### src/rtl/mecobo_pkg.sv
// -----------------------------------------------------------------------------
// mecobo_pkg
// Shared definitions for the pin_controller waveform generator:
//   - waveform codes held in the WAVE register
//   - register word offsets on the cfg_* access port
//   - controller state encoding
//   - the shadowed (active) waveform configuration record
//   - small helpers for waveform validity and effective period
// -----------------------------------------------------------------------------
package mecobo_pkg;

    localparam logic [15:0] WAVE_SQUARE = 16'd1;
    localparam logic [15:0] WAVE_SAW    = 16'd2;
    localparam logic [15:0] WAVE_TRI    = 16'd3;
    localparam logic [15:0] WAVE_PWM    = 16'd4;

    typedef enum logic [2:0] {
        ADDR_WAVE     = 3'd0,
        ADDR_PERIOD   = 3'd1,
        ADDR_PHASE    = 3'd2,
        ADDR_TICKS    = 3'd3,
        ADDR_DUTY     = 3'd4,
        ADDR_CTRL     = 3'd5,
        ADDR_CUR_TICK = 3'd6,
        ADDR_LAST_VAL = 3'd7
    } reg_addr_e;

    typedef enum logic [1:0] {
        ST_IDLE  = 2'd0,
        ST_ARMED = 2'd1,
        ST_RUN   = 2'd2,
        ST_DONE  = 2'd3
    } state_e;

    // Configuration actually driving the waveform; refreshed only at start
    // and at period wraps so that mid-period writes never glitch a period.
    typedef struct packed {
        logic [15:0] wave;
        logic [15:0] period;
        logic [15:0] duty;
    } shadow_t;

    function automatic logic wave_valid(input logic [15:0] wave);
        return (wave >= WAVE_SQUARE) && (wave <= WAVE_PWM);
    endfunction

    // A period shorter than two cycles cannot hold both halves of a wave.
    function automatic logic [15:0] eff_period(input logic [15:0] period);
        return (period < 16'd2) ? 16'd2 : period;
    endfunction

endpackage

### src/rtl/wave_shaper.sv
// -----------------------------------------------------------------------------
// wave_shaper
// Pure combinational mapping from the position inside a period to the pin
// level and amplitude sample for the selected waveform.
// Ports:
//   cnt_i     [15:0] position in the current period, 0 .. period_i-1
//   period_i  [15:0] effective period (already at least 2)
//   duty_i    [15:0] pwm high cycles
//   wave_i    [15:0] waveform code (unknown codes give pin 0, sample 0)
//   pin_out_o        digital pin level
//   sample_o  [15:0] waveform amplitude
// -----------------------------------------------------------------------------
module wave_shaper
    import mecobo_pkg::*;
(
    input  logic [15:0] cnt_i,
    input  logic [15:0] period_i,
    input  logic [15:0] duty_i,
    input  logic [15:0] wave_i,
    output logic        pin_out_o,
    output logic [15:0] sample_o
);

    logic [15:0] half;
    logic [16:0] tri_raw;

    assign half = period_i >> 1;

    always_comb begin
        // NOTE: every output of a combinational block gets a default first so
        // no path through the case leaves it unassigned and infers a latch.
        pin_out_o = 1'b0;
        sample_o  = 16'h0000;
        tri_raw   = 17'h0_0000;
        case (wave_i)
            WAVE_SQUARE: begin
                pin_out_o = (cnt_i < half);
                sample_o  = pin_out_o ? 16'hFFFF : 16'h0000;
            end
            WAVE_SAW: begin
                sample_o = cnt_i;
            end
            WAVE_TRI: begin
                // Doubling needs one extra bit before saturating.
                if (cnt_i < half) begin
                    tri_raw = {cnt_i, 1'b0};
                end else begin
                    tri_raw = {period_i - 16'd1 - cnt_i, 1'b0};
                end
                sample_o = tri_raw[16] ? 16'hFFFF : tri_raw[15:0];
            end
            WAVE_PWM: begin
                // DUTY >= period is naturally constant high, DUTY = 0 constant low.
                pin_out_o = (cnt_i < duty_i);
                sample_o  = pin_out_o ? 16'hFFFF : 16'h0000;
            end
            default: ;
        endcase
    end

endmodule

### src/rtl/pin_controller.sv
// -----------------------------------------------------------------------------
// pin_controller
// Register-programmed waveform generator driving one digital pin and a
// 16-bit amplitude sample. A run waits PHASE cycles (ARMED), then repeats
// periods (RUN) until TICKS periods have elapsed or it is stopped.
// Ports:
//   clk              system clock
//   reset            synchronous, active-low reset
//   cfg_en           register access strobe
//   cfg_wr           1 = write, 0 = read (qualified by cfg_en)
//   cfg_addr  [2:0]  register word offset
//   cfg_wdata [15:0] write data
//   cfg_rdata [15:0] read data, valid the cycle after a read strobe
//   pin_out          driven digital pin
//   sample    [15:0] current waveform amplitude
//   busy             high while ARMED or RUN
//   done             one-cycle pulse after the last counted period
// -----------------------------------------------------------------------------
module pin_controller
    import mecobo_pkg::*;
(
    input  logic        clk,
    input  logic        reset,
    input  logic        cfg_en,
    input  logic        cfg_wr,
    input  logic [2:0]  cfg_addr,
    input  logic [15:0] cfg_wdata,
    output logic [15:0] cfg_rdata,
    output logic        pin_out,
    output logic [15:0] sample,
    output logic        busy,
    output logic        done
);

    // Programmable registers
    logic [15:0] wave_q, period_q, phase_q, ticks_q, duty_q;
    logic [15:0] rdata_q, rdata_d;

    // Run state
    state_e      state_q;
    shadow_t     act_q;
    logic [15:0] cnt_q;
    logic [15:0] phase_left_q;
    logic [15:0] cur_tick_q, cur_tick_d;
    logic [15:0] last_val_q;

    logic [15:0] p_eff;
    logic        shaper_pin;
    logic [15:0] shaper_sample;
    logic        wr_ctrl, start_req, stop_req, wrap, complete, in_run;

    assign in_run     = (state_q == ST_RUN);
    assign p_eff      = eff_period(act_q.period);
    assign wrap       = (cnt_q == p_eff - 16'd1);
    assign cur_tick_d = cur_tick_q + 16'd1;
    assign complete   = wrap && (ticks_q != 16'd0) && (cur_tick_d == ticks_q);

    assign wr_ctrl    = cfg_en && cfg_wr && (cfg_addr == ADDR_CTRL);
    assign start_req  = wr_ctrl && cfg_wdata[0] && wave_valid(wave_q);
    assign stop_req   = wr_ctrl && !cfg_wdata[0];

    wave_shaper u_shaper (
        .cnt_i     (cnt_q),
        .period_i  (p_eff),
        .duty_i    (act_q.duty),
        .wave_i    (act_q.wave),
        .pin_out_o (shaper_pin),
        .sample_o  (shaper_sample)
    );

    assign pin_out   = in_run && shaper_pin;
    assign sample    = in_run ? shaper_sample : 16'h0000;
    assign busy      = (state_q == ST_ARMED) || in_run;
    assign done      = (state_q == ST_DONE);
    assign cfg_rdata = rdata_q;

    always_comb begin
        rdata_d = 16'h0000;
        case (reg_addr_e'(cfg_addr))
            ADDR_WAVE:     rdata_d = wave_q;
            ADDR_PERIOD:   rdata_d = period_q;
            ADDR_PHASE:    rdata_d = phase_q;
            ADDR_TICKS:    rdata_d = ticks_q;
            ADDR_DUTY:     rdata_d = duty_q;
            ADDR_CTRL:     rdata_d = {15'd0, busy};
            ADDR_CUR_TICK: rdata_d = cur_tick_q;
            ADDR_LAST_VAL: rdata_d = last_val_q;
            default:       rdata_d = 16'h0000;
        endcase
    end

    // Register file and read port. CTRL is a pure command; offsets 6/7 are
    // read-only status, so writes to them fall through the default.
    always_ff @(posedge clk) begin
        if (!reset) begin
            // NOTE: reset is sampled only at the clock edge, so it lives inside
            // the clocked branch and is absent from the sensitivity list.
            wave_q   <= '0;
            period_q <= '0;
            phase_q  <= '0;
            ticks_q  <= '0;
            duty_q   <= '0;
            rdata_q  <= '0;
        end else begin
            if (cfg_en && cfg_wr) begin
                case (reg_addr_e'(cfg_addr))
                    ADDR_WAVE:   wave_q   <= cfg_wdata;
                    ADDR_PERIOD: period_q <= cfg_wdata;
                    ADDR_PHASE:  phase_q  <= cfg_wdata;
                    ADDR_TICKS:  ticks_q  <= cfg_wdata;
                    ADDR_DUTY:   duty_q   <= cfg_wdata;
                    default: ;
                endcase
            end
            if (cfg_en && !cfg_wr) begin
                rdata_q <= rdata_d;
            end
        end
    end

    // Controller FSM. Commands (start/stop) take priority over the run's own
    // progress, so a stop on the completing wrap produces no done pulse.
    always_ff @(posedge clk) begin
        if (!reset) begin
            state_q      <= ST_IDLE;
            act_q        <= '0;
            cnt_q        <= '0;
            phase_left_q <= '0;
            cur_tick_q   <= '0;
            last_val_q   <= '0;
        end else begin
            // NOTE: non-blocking assignments everywhere in clocked logic, so
            // every right-hand side sees the pre-edge value of the registers.
            if (in_run && (start_req || stop_req || complete)) begin
                last_val_q <= sample;
            end

            if (start_req) begin
                state_q      <= ST_ARMED;
                act_q        <= {wave_q, period_q, duty_q};
                cnt_q        <= '0;
                phase_left_q <= phase_q;
                cur_tick_q   <= '0;
            end else if (stop_req && busy) begin
                state_q <= ST_IDLE;
            end else begin
                case (state_q)
                    ST_ARMED: begin
                        // PHASE of 0 or 1 both leave ARMED after one cycle.
                        if (phase_left_q <= 16'd1) begin
                            state_q <= ST_RUN;
                            cnt_q   <= '0;
                        end else begin
                            phase_left_q <= phase_left_q - 16'd1;
                        end
                    end
                    ST_RUN: begin
                        if (wrap) begin
                            cnt_q      <= '0;
                            cur_tick_q <= cur_tick_d;
                            act_q      <= {wave_q, period_q, duty_q};
                            if (complete) begin
                                state_q <= ST_DONE;
                            end
                        end else begin
                            cnt_q <= cnt_q + 16'd1;
                        end
                    end
                    ST_DONE: state_q <= ST_IDLE;
                    default: ;
                endcase
            end
        end
    end

endmodule

### config.mk
export PLATFORM = sky130hd
export DESIGN_NAME = pin_controller
export DESIGN_NICKNAME = d
export VERILOG_FILES = /design/src/rtl/mecobo_pkg.sv /design/src/rtl/wave_shaper.sv /design/src/rtl/pin_controller.sv
export SDC_FILE = /design/constraint.sdc
export NUM_CORES = 1
export LEC_CHECK = 0
export ABC_AREA = 1
export BUFFER_PORTS_ARGS = -buffer_cell sky130_fd_sc_hd__buf_2
export CAP_MARGIN = 20
export CORE_AREA = 3 3 121 170
export DETAILED_ROUTE_END_ITERATION = 10
export DIE_AREA = 0 0 124 173
export HOLD_SLACK_MARGIN = 0.06
export PLACE_DENSITY_LB_ADDON = 0.08
export SYNTH_ARGS = -nofsm -noshare
export SYNTH_HDL_FRONTEND = slang
export SYNTH_SLANG_ARGS = --single-unit
export TNS_END_PERCENT = 10
### constraint.sdc
create_clock -name clk -period 8.3 [get_ports clk]
set_clock_uncertainty 0.15 [all_clocks]
set_input_delay 0.83 -clock clk [delete_from_list [all_inputs] [get_ports clk]]
set_output_delay 0.83 -clock clk [all_outputs]
set_load 0.01 [all_outputs]
==> results_dict.tcl, run 1 <==
set metrics [dict create \
    clockBufferDepth 3 \
    grt.total_usage 0.392 \
    slowest_delay_ns 0.36 \
    postCtsResizedCells 0 \
    cts_tree "built" \
    final_net_count 1875 \
    ys_ff_latch 210 \
    multi_input_area_um2 6920 \
    slew_headroom 0.365 \
    num_antenna_cells 0 \
    grt_pass1_wl_mm 65.1 \
    whs_endpoint "cfg_rdata[3]$_SDFFE_PN0P_" \
    placed_cell_area_um2 12700 \
    hold_path_depth 2 \
    powerDensity_nw_per_um2 185 \
    clock_latency_ns 0.52 \
    stdcell_count 2060 \
    rrSetupSlack_ns 3.70 \
    crit_chain "nor2_2, nand2_1, nor2_1, nand2_2, nand2_1, ha_1, nand2_1, nor2_1, nand2_1, xor2_1, ha_1, inv_1, o21ai_0, a31oi_1, nand3_1, a21oi_2, xor2_4, nand2_4, inv_1, nand2_1, o2111ai_1, nand2_1, inv_1, buf_2" \
    cp.arrival_ns 4.65 \
    synth_fp_nets 1859 \
    viasPerCell 6.18 \
    antenna_found_initial 0 \
    drc 0 \
    ys_seq_area_frac 0.341 \
    drtPass1Iterations 7 \
    cts.htree.levels 1 \
    path_common_cell "nand2_1" \
    rows 60 \
    design_area_um2 13400 \
    synth_top_area_share 0.341 \
    place_congestion 1.01 \
    synth_largest_area_cell "dfxtp_1" \
    avgSynthCellArea_um2 6.93 \
    hold_class "flop to flop" \
    netlist_area_um2 12300 \
    startpoint_type "flop" \
    synth_cells 1781 \
    cpMaxStageDelayCell "dfxtp_1" \
    seqCellArea_um2 4200 \
    drv_cap 0 \
    async_flop_share 0 \
    io_pins 58 \
    drive_gt1_frac 0.0806 \
    areaGrowthSynthToFinish_pct 8.90 \
    overflow 0 \
    initial_core_util 0.642 \
    rsz0062_at_grt "no" \
    setup_viol 0 \
    cts-root-buf "clkbuf_16" \
    wl_per_cell_um 20.7 \
    grt_max_degree 102 \
    vias 12700 \
    clk_pin_slew_worst_paths_ns 0.07 \
    die_h_um 173 \
    hold_viol 0 \
    numCtsBuffers 21 \
    fin_crit_ns 5.63 \
    ir_worst_vdd_mv 0.192 \
    worstMarginPinSlew_ns 0.942 \
    cp_max_fo 14 \
    fin_setup_tns_ns 0 \
    first_iter_violations 1537 \
    rr_endpoint "last_val_q[5]$_SDFFE_PN0P_" \
    drtAntennaViolNets 0 \
    synth-edff-count 0 \
    timing.fmax_ghz 0.178 \
    cts.sinks 210 \
    cp-end-kind "output pin" \
    post-route-period-util 0.678 \
    hpwl_mm 32.2 \
    nFillCells 1641 \
    ys_types 59 \
    cts_hold_buf 0 \
    fp.dieW_um 124 \
    maxSlewViolCount 0 \
    critical_path_class "flop to output pin" \
    status "finished, final reports clean" \
    post-place-cells 2021 \
    drt-total-wl_mm 42.7 \
    power_leakage_nw 5.91 \
    r2r_cells 23 \
    grt_pass1_vias 12000 \
    synth_flop_cell "dfxtp_1" \
    critPathRequiredTime_ns 7.32 \
    io_buffers 57 \
    yosysWarnings 0 \
    holdCritStartpoint "cfg_rdata[3]$_SDFFE_PN0P_" \
    cts_setup_buffers 0 \
    core_um2 19200 \
    regToRegStartpoint "act_q[24]$_SDFFE_PN0P_" \
    die_area_um2 21500 \
    synth.area.top_cells "dfxtp_1, a21oi_1, nand2_1" \
]
==> worst max path at each step <==
stage,endpoint,from,cells after the start
2_1_floorplan,sample[0],act_q[18]$_SDFFE_PN0P_,21
3_3_place_gp,sample[5],act_q[24]$_SDFFE_PN0P_,24
3_5_place_dp,sample[1],act_q[24]$_SDFFE_PN0P_,24
4_1_cts,sample[5],act_q[24]$_SDFFE_PN0P_,24
5_1_grt,sample[5],act_q[28]$_SDFFE_PN0P_,24
6_report,sample[1],act_q[24]$_SDFFE_PN0P_,24
==> synth_stat cells (15+ instances only) <==
master / number
nand2_1: 277
inv_1: 230
a21oi_1: 215
dfxtp_1: 210
o21ai_0: 200
nor2_1: 165
nand3_1: 73
clkbuf_1: 55
ha_1: 54
xor2_1: 44
nor3_1: 35
nand4_1: 18
o21ai_1: 16
o211ai_1: 15
==> through the flow <==
step	setup WS (ns)	utilization	hold slack (ns)	power [mW]
finish	2.67	0.699	0.316	2.48
global route	2.26	0.699	0.337	2.55
CTS	2.65	0.699	0.314	2.47
detailed placement	3.18	0.660	0.304	1.47
global placement	3.28	0.660	0.299	1.47
floorplan	4.01	-	0.286	1.35
==> report_power, final <==
part | internal [mW] | switching [mW]
sequential | 1.02 | 0.0124
clock | 0.602 | 0.419
combinational | 0.123 | 0.304
total | 1.75 | 0.736
==> registers in the layout, indices dropped and copies added (netlist names) <==
| signal | flops |
|---|---|
| act_q | 48 |
| cfg_rdata | 16 |
| cnt_q | 16 |
| cur_tick_q | 16 |
| duty_q | 16 |
| last_val_q | 16 |
| period_q | 16 |
| phase_left_q | 16 |
| phase_q | 16 |
| ticks_q | 16 |
| wave_q | 16 |
| state_q | 2 |
==> critical path, delay by kind of cell (launching register included) <==
family | cells | cell delay (ns)
DFF | 1 | 0.36
adders and majority gates | 2 | 0.54
and+or+nand+nor | 12 | 1.64
xor gates and xnor gates | 2 | 0.49
AOI/OAI and AO/OA | 4 | 0.68
buffers and inverters | 4 | 0.42
==> logic make-up after synthesis <==
| family | share of synthesized area |
|---|---|
| DFF | 0.341 |
| and+or+nand+nor | 0.223 |
| xor gates and xnor gates | 0.0438 |
| muxes | 0.000811 |
| buffers and inverters | 0.0997 |
| adders and majority gates | 0.0564 |
| AOI/OAI and AO/OA | 0.235 |
==> layout make-up <==
| cell class | instances | share of cell area |
|---|---|---|
| clock inverter | 15 | 0.0143 |
| clock buffer | 23 | 0.0404 |
| tap | 248 | 0.0231 |
| sequential | 210 | 0.313 |
| multi-input combinational | 1260 | 0.515 |
| inverter | 234 | 0.0655 |
| timing repair buffer | 70 | 0.0291 |
==> layer usage <==
layer	part of all wire	GRT usage	vias to the layer above	wire (µm)
li1	-	-	6027	-
met1	0.35	0.426	5779	15000
met2	0.46	0.643	696	19800
met3	0.082	0.0818	222	3520
met4	0.10	0.320	0	4300
met5	0	0	-	0
==> placed cells by master, fill, tap and decap left out, types with 4 or more instances in the layout <==
cell          n
a221oi_1     12
nor4_1        6
bufinv_16     4
nand4_1      18
nand2_1     277
o211ai_1     15
a211oi_1      7
nor2_1      165
nor3b_1       6
nand3_1      73
ha_1         54
nor2_2        4
o31ai_1       4
xnor2_1      12
a31oi_1      10
o21ai_0     200
a21oi_1     215
nand2_4       5
nand3_2      10
o21ai_1      16
clkbuf_16    21
buf_2        56
clkinvlp_4    4
o2111ai_1     9
xor2_1       44
nor3_1       35
clkinv_2      6
a22oi_1       9
inv_1       230
dfxtp_1     210
o221ai_1      6
o22ai_1      11
buf_4        13
Note: power is estimated with default switching activity, not from simulation.
==> inputs of run 2 (changes only) <==
--- a/config.mk
+++ b/config.mk
@@ -8,9 +8,9 @@
 export ABC_AREA = 1
 export BUFFER_PORTS_ARGS = -buffer_cell sky130_fd_sc_hd__buf_2
 export CAP_MARGIN = 20
-export CORE_AREA = 3 3 121 170
+export CORE_AREA = 3 3 124 173
 export DETAILED_ROUTE_END_ITERATION = 10
-export DIE_AREA = 0 0 124 173
+export DIE_AREA = 0 0 127 176
 export HOLD_SLACK_MARGIN = 0.06
 export PLACE_DENSITY_LB_ADDON = 0.08
 export SYNTH_ARGS = -nofsm -noshare
==> constraint.sdc (replaced) <==
create_clock -name clk -period 5.3 [get_ports clk]
set_clock_uncertainty 0.15 [all_clocks]
set_input_delay 0.53 -clock clk [delete_from_list [all_inputs] [get_ports clk]]
set_output_delay 0.53 -clock clk [all_outputs]
set_load 0.01 [all_outputs]
==> results_dict.tcl, run 2 (synthesis gave the netlist of run 1 again) <==
set metrics [dict create \
    nFillCells 1794 \
    maxSlewViolCount 0 \
    hold_class "input pin to flop" \
    grt_pass1_vias 12300 \
    largest_reg_flops 48 \
    io_pins 58 \
    critPathRequiredTime_ns 4.62 \
    cp-end-kind "output pin" \
    path_common_cell "nand2_1" \
    drt-total-wl_mm 43.5 \
    hpwl_mm 32.8 \
    wl_per_cell_um 20.9 \
    overflow 0 \
    place_congestion 1.03 \
    final_util 0.681 \
    largest_register "act_q" \
    numCtsBuffers 21 \
    core_um2 20000 \
    timing.fmax_ghz 0.202 \
    hold_viol 0 \
    drive_gt1_frac 0.0925 \
    antenna_found_initial 0 \
    drtPass1Iterations 6 \
    cts.sinks 210 \
    first_iter_violations 1230 \
    regToRegStartpoint "act_q[28]$_SDFFE_PN0P_" \
    stdcell_count 2079 \
    viasPerCell 6.15 \
    slowest_delay_ns 0.35 \
    initial_core_util 0.617 \
    drv_cap 0 \
    die_h_um 176 \
    status "finished, final reports clean" \
    num_antenna_cells 0 \
    worstMarginPinSlew_ns 1.01 \
    layout_commonest_cell "nand2_1" \
    post-place-cells 2037 \
    grt_pass1_wl_mm 66.9 \
    clock_latency_ns 0.52 \
    post-route-period-util 0.934 \
    drtAntennaViolNets 0 \
    io_buffers 57 \
    setup_viol 0 \
    rows 61 \
    final_net_count 1890 \
    r2r_cells 20 \
    clockBufferDepth 3 \
    vias 12800 \
    fin_crit_ns 4.95 \
    holdWs_ns 0.244 \
    slew_headroom 0.310 \
    startpoint "act_q[28]$_SDFFE_PN0P_" \
    cp.arrival_ns 4.27 \
    areaGrowthSynthToFinish_pct 10.4 \
    crit_path_end "sample[1]" \
    cts_tree "built" \
    fp.dieW_um 127 \
    cts_hold_buf 0 \
    grt.total_usage 0.382 \
    clk_pin_slew_worst_paths_ns 0.07 \
    drc 0 \
    cts.htree.levels 1 \
    cp_max_fo 14 \
    powerDensity_nw_per_um2 291 \
    seqCellArea_um2 4210 \
    rrSetupSlack_ns 0.91 \
    crit_chain "nor2_2, nand2_1, nor2_2, nand2_2, nand2_1, ha_1, nand2_2, nor2_4, nand2_1, xor2_1, ha_1, inv_1, o21ai_0, a31oi_1, nand3_2, a21oi_4, xor2_4, nand2_8, inv_1, nand2_1, o2111ai_1, nand2_1, inv_1, buf_2" \
    finalWorstSetupSlack_ns 0.349 \
    power_leakage_nw 5.98 \
    rr_endpoint "act_q[37]$_SDFFE_PN0P_" \
    power.total_mw 3.96 \
    ir_worst_vdd_mv 0.250 \
    final_cell_mix "nand2_1, inv_1, a21oi_1, dfxtp_1, o21ai_0" \
    place_ws_ns 0.435 \
    die_area_um2 22400 \
    cpMaxStageDelayCell "dfxtp_1" \
    startpoint_type "flop" \
    cts-root-buf "clkbuf_16" \
    multi_input_area_um2 6960 \
    critical_path_class "flop to output pin" \
    grt_max_degree 83 \
]
-- run 2: cell types whose count changed in the layout (fill, tap and decap cells not counted), moves of 3 or more --
| cell | previous run | this run |
|---|---|---|
| buf_4 | 13 | 28 |
| clkbuf_8 | 1 | 6 |
| nor2_1 | 165 | 160 |
| nor2_2 | 4 | 8 |
| clkinv_2 | 6 | 3 |
| clkinvlp_4 | 4 | 1 |
-- run 2: power by group --
group | internal, mW | switching [mW]
Clock | 0.963 | 0.659
Combinational | 0.227 | 0.496
Sequential | 1.60 | 0.0209
Total | 2.79 | 1.18
-- run 2: repair_timing --
item                                    CTS  global route
resized for setup                         2            10
setup buffers                             0             4
endpoints found under the setup margin    4            14
pin swaps                                 1             4
-- run 2: worst min-delay path by stage --
stage                               start                          to  slack, ns  cells past startpoint
2_1_floorplan    period_q[0]$_SDFFE_PN0P_      act_q[16]$_SDFFE_PN0P_       0.29                      2
3_3_place_gp    cfg_rdata[3]$_SDFFE_PN0P_   cfg_rdata[3]$_SDFFE_PN0P_       0.30                      2
3_5_place_dp   cfg_rdata[10]$_SDFFE_PN0P_  cfg_rdata[10]$_SDFFE_PN0P_       0.30                      2
4_1_cts                     cfg_wdata[10]    phase_q[10]$_SDFFE_PN0P_       0.23                      3
5_1_grt                     cfg_wdata[10]    phase_q[10]$_SDFFE_PN0P_       0.25                      3
6_report                    cfg_wdata[10]    phase_q[10]$_SDFFE_PN0P_       0.24                      3
-- run 2: per-stage QoR --
stage / cell area, µm² / TNS, ns
final: 13600 / 0
after global routing: 13600 / -0.00209
after CTS: 13600 / 0
after detailed placement: 12800 / 0
after global placement: 12800 / 0
after floorplan: 12300 / 0
-- run 2: metal layers --
layer / track usage / vias to the layer above / part of all wire
met5: 0 / - / 0
met2: 0.657 / 661 / 0.48
met3: 0.0490 / 223 / 0.065
li1: - / 6057 / -
met4: 0.309 / 0 / 0.10
met1: 0.416 / 5850 / 0.36
-- run 2: area by class of cell --
| type | instances | area share |
|---|---|---|
| Clock buffer | 30 | 0.0455 |
| Timing Repair Buffer | 85 | 0.0375 |
| Inverter | 234 | 0.0646 |
| Clock inverter | 8 | 0.00919 |
| Multi-Input combinational cell | 1260 | 0.511 |
| Tap cell | 252 | 0.0232 |
| Sequential cell | 210 | 0.309 |
-- run 2: worst max-delay path: cells and delay by family, from the launching register on --
family	cells	cell delay, ns
AO/OA/AOI/OAI	4	0.66
XOR/XNOR	2	0.40
adder cells (fa/ha/maj)	2	0.54
buffers and inverters	4	0.41
flip-flops	1	0.35
AND/OR/NAND/NOR	12	1.39
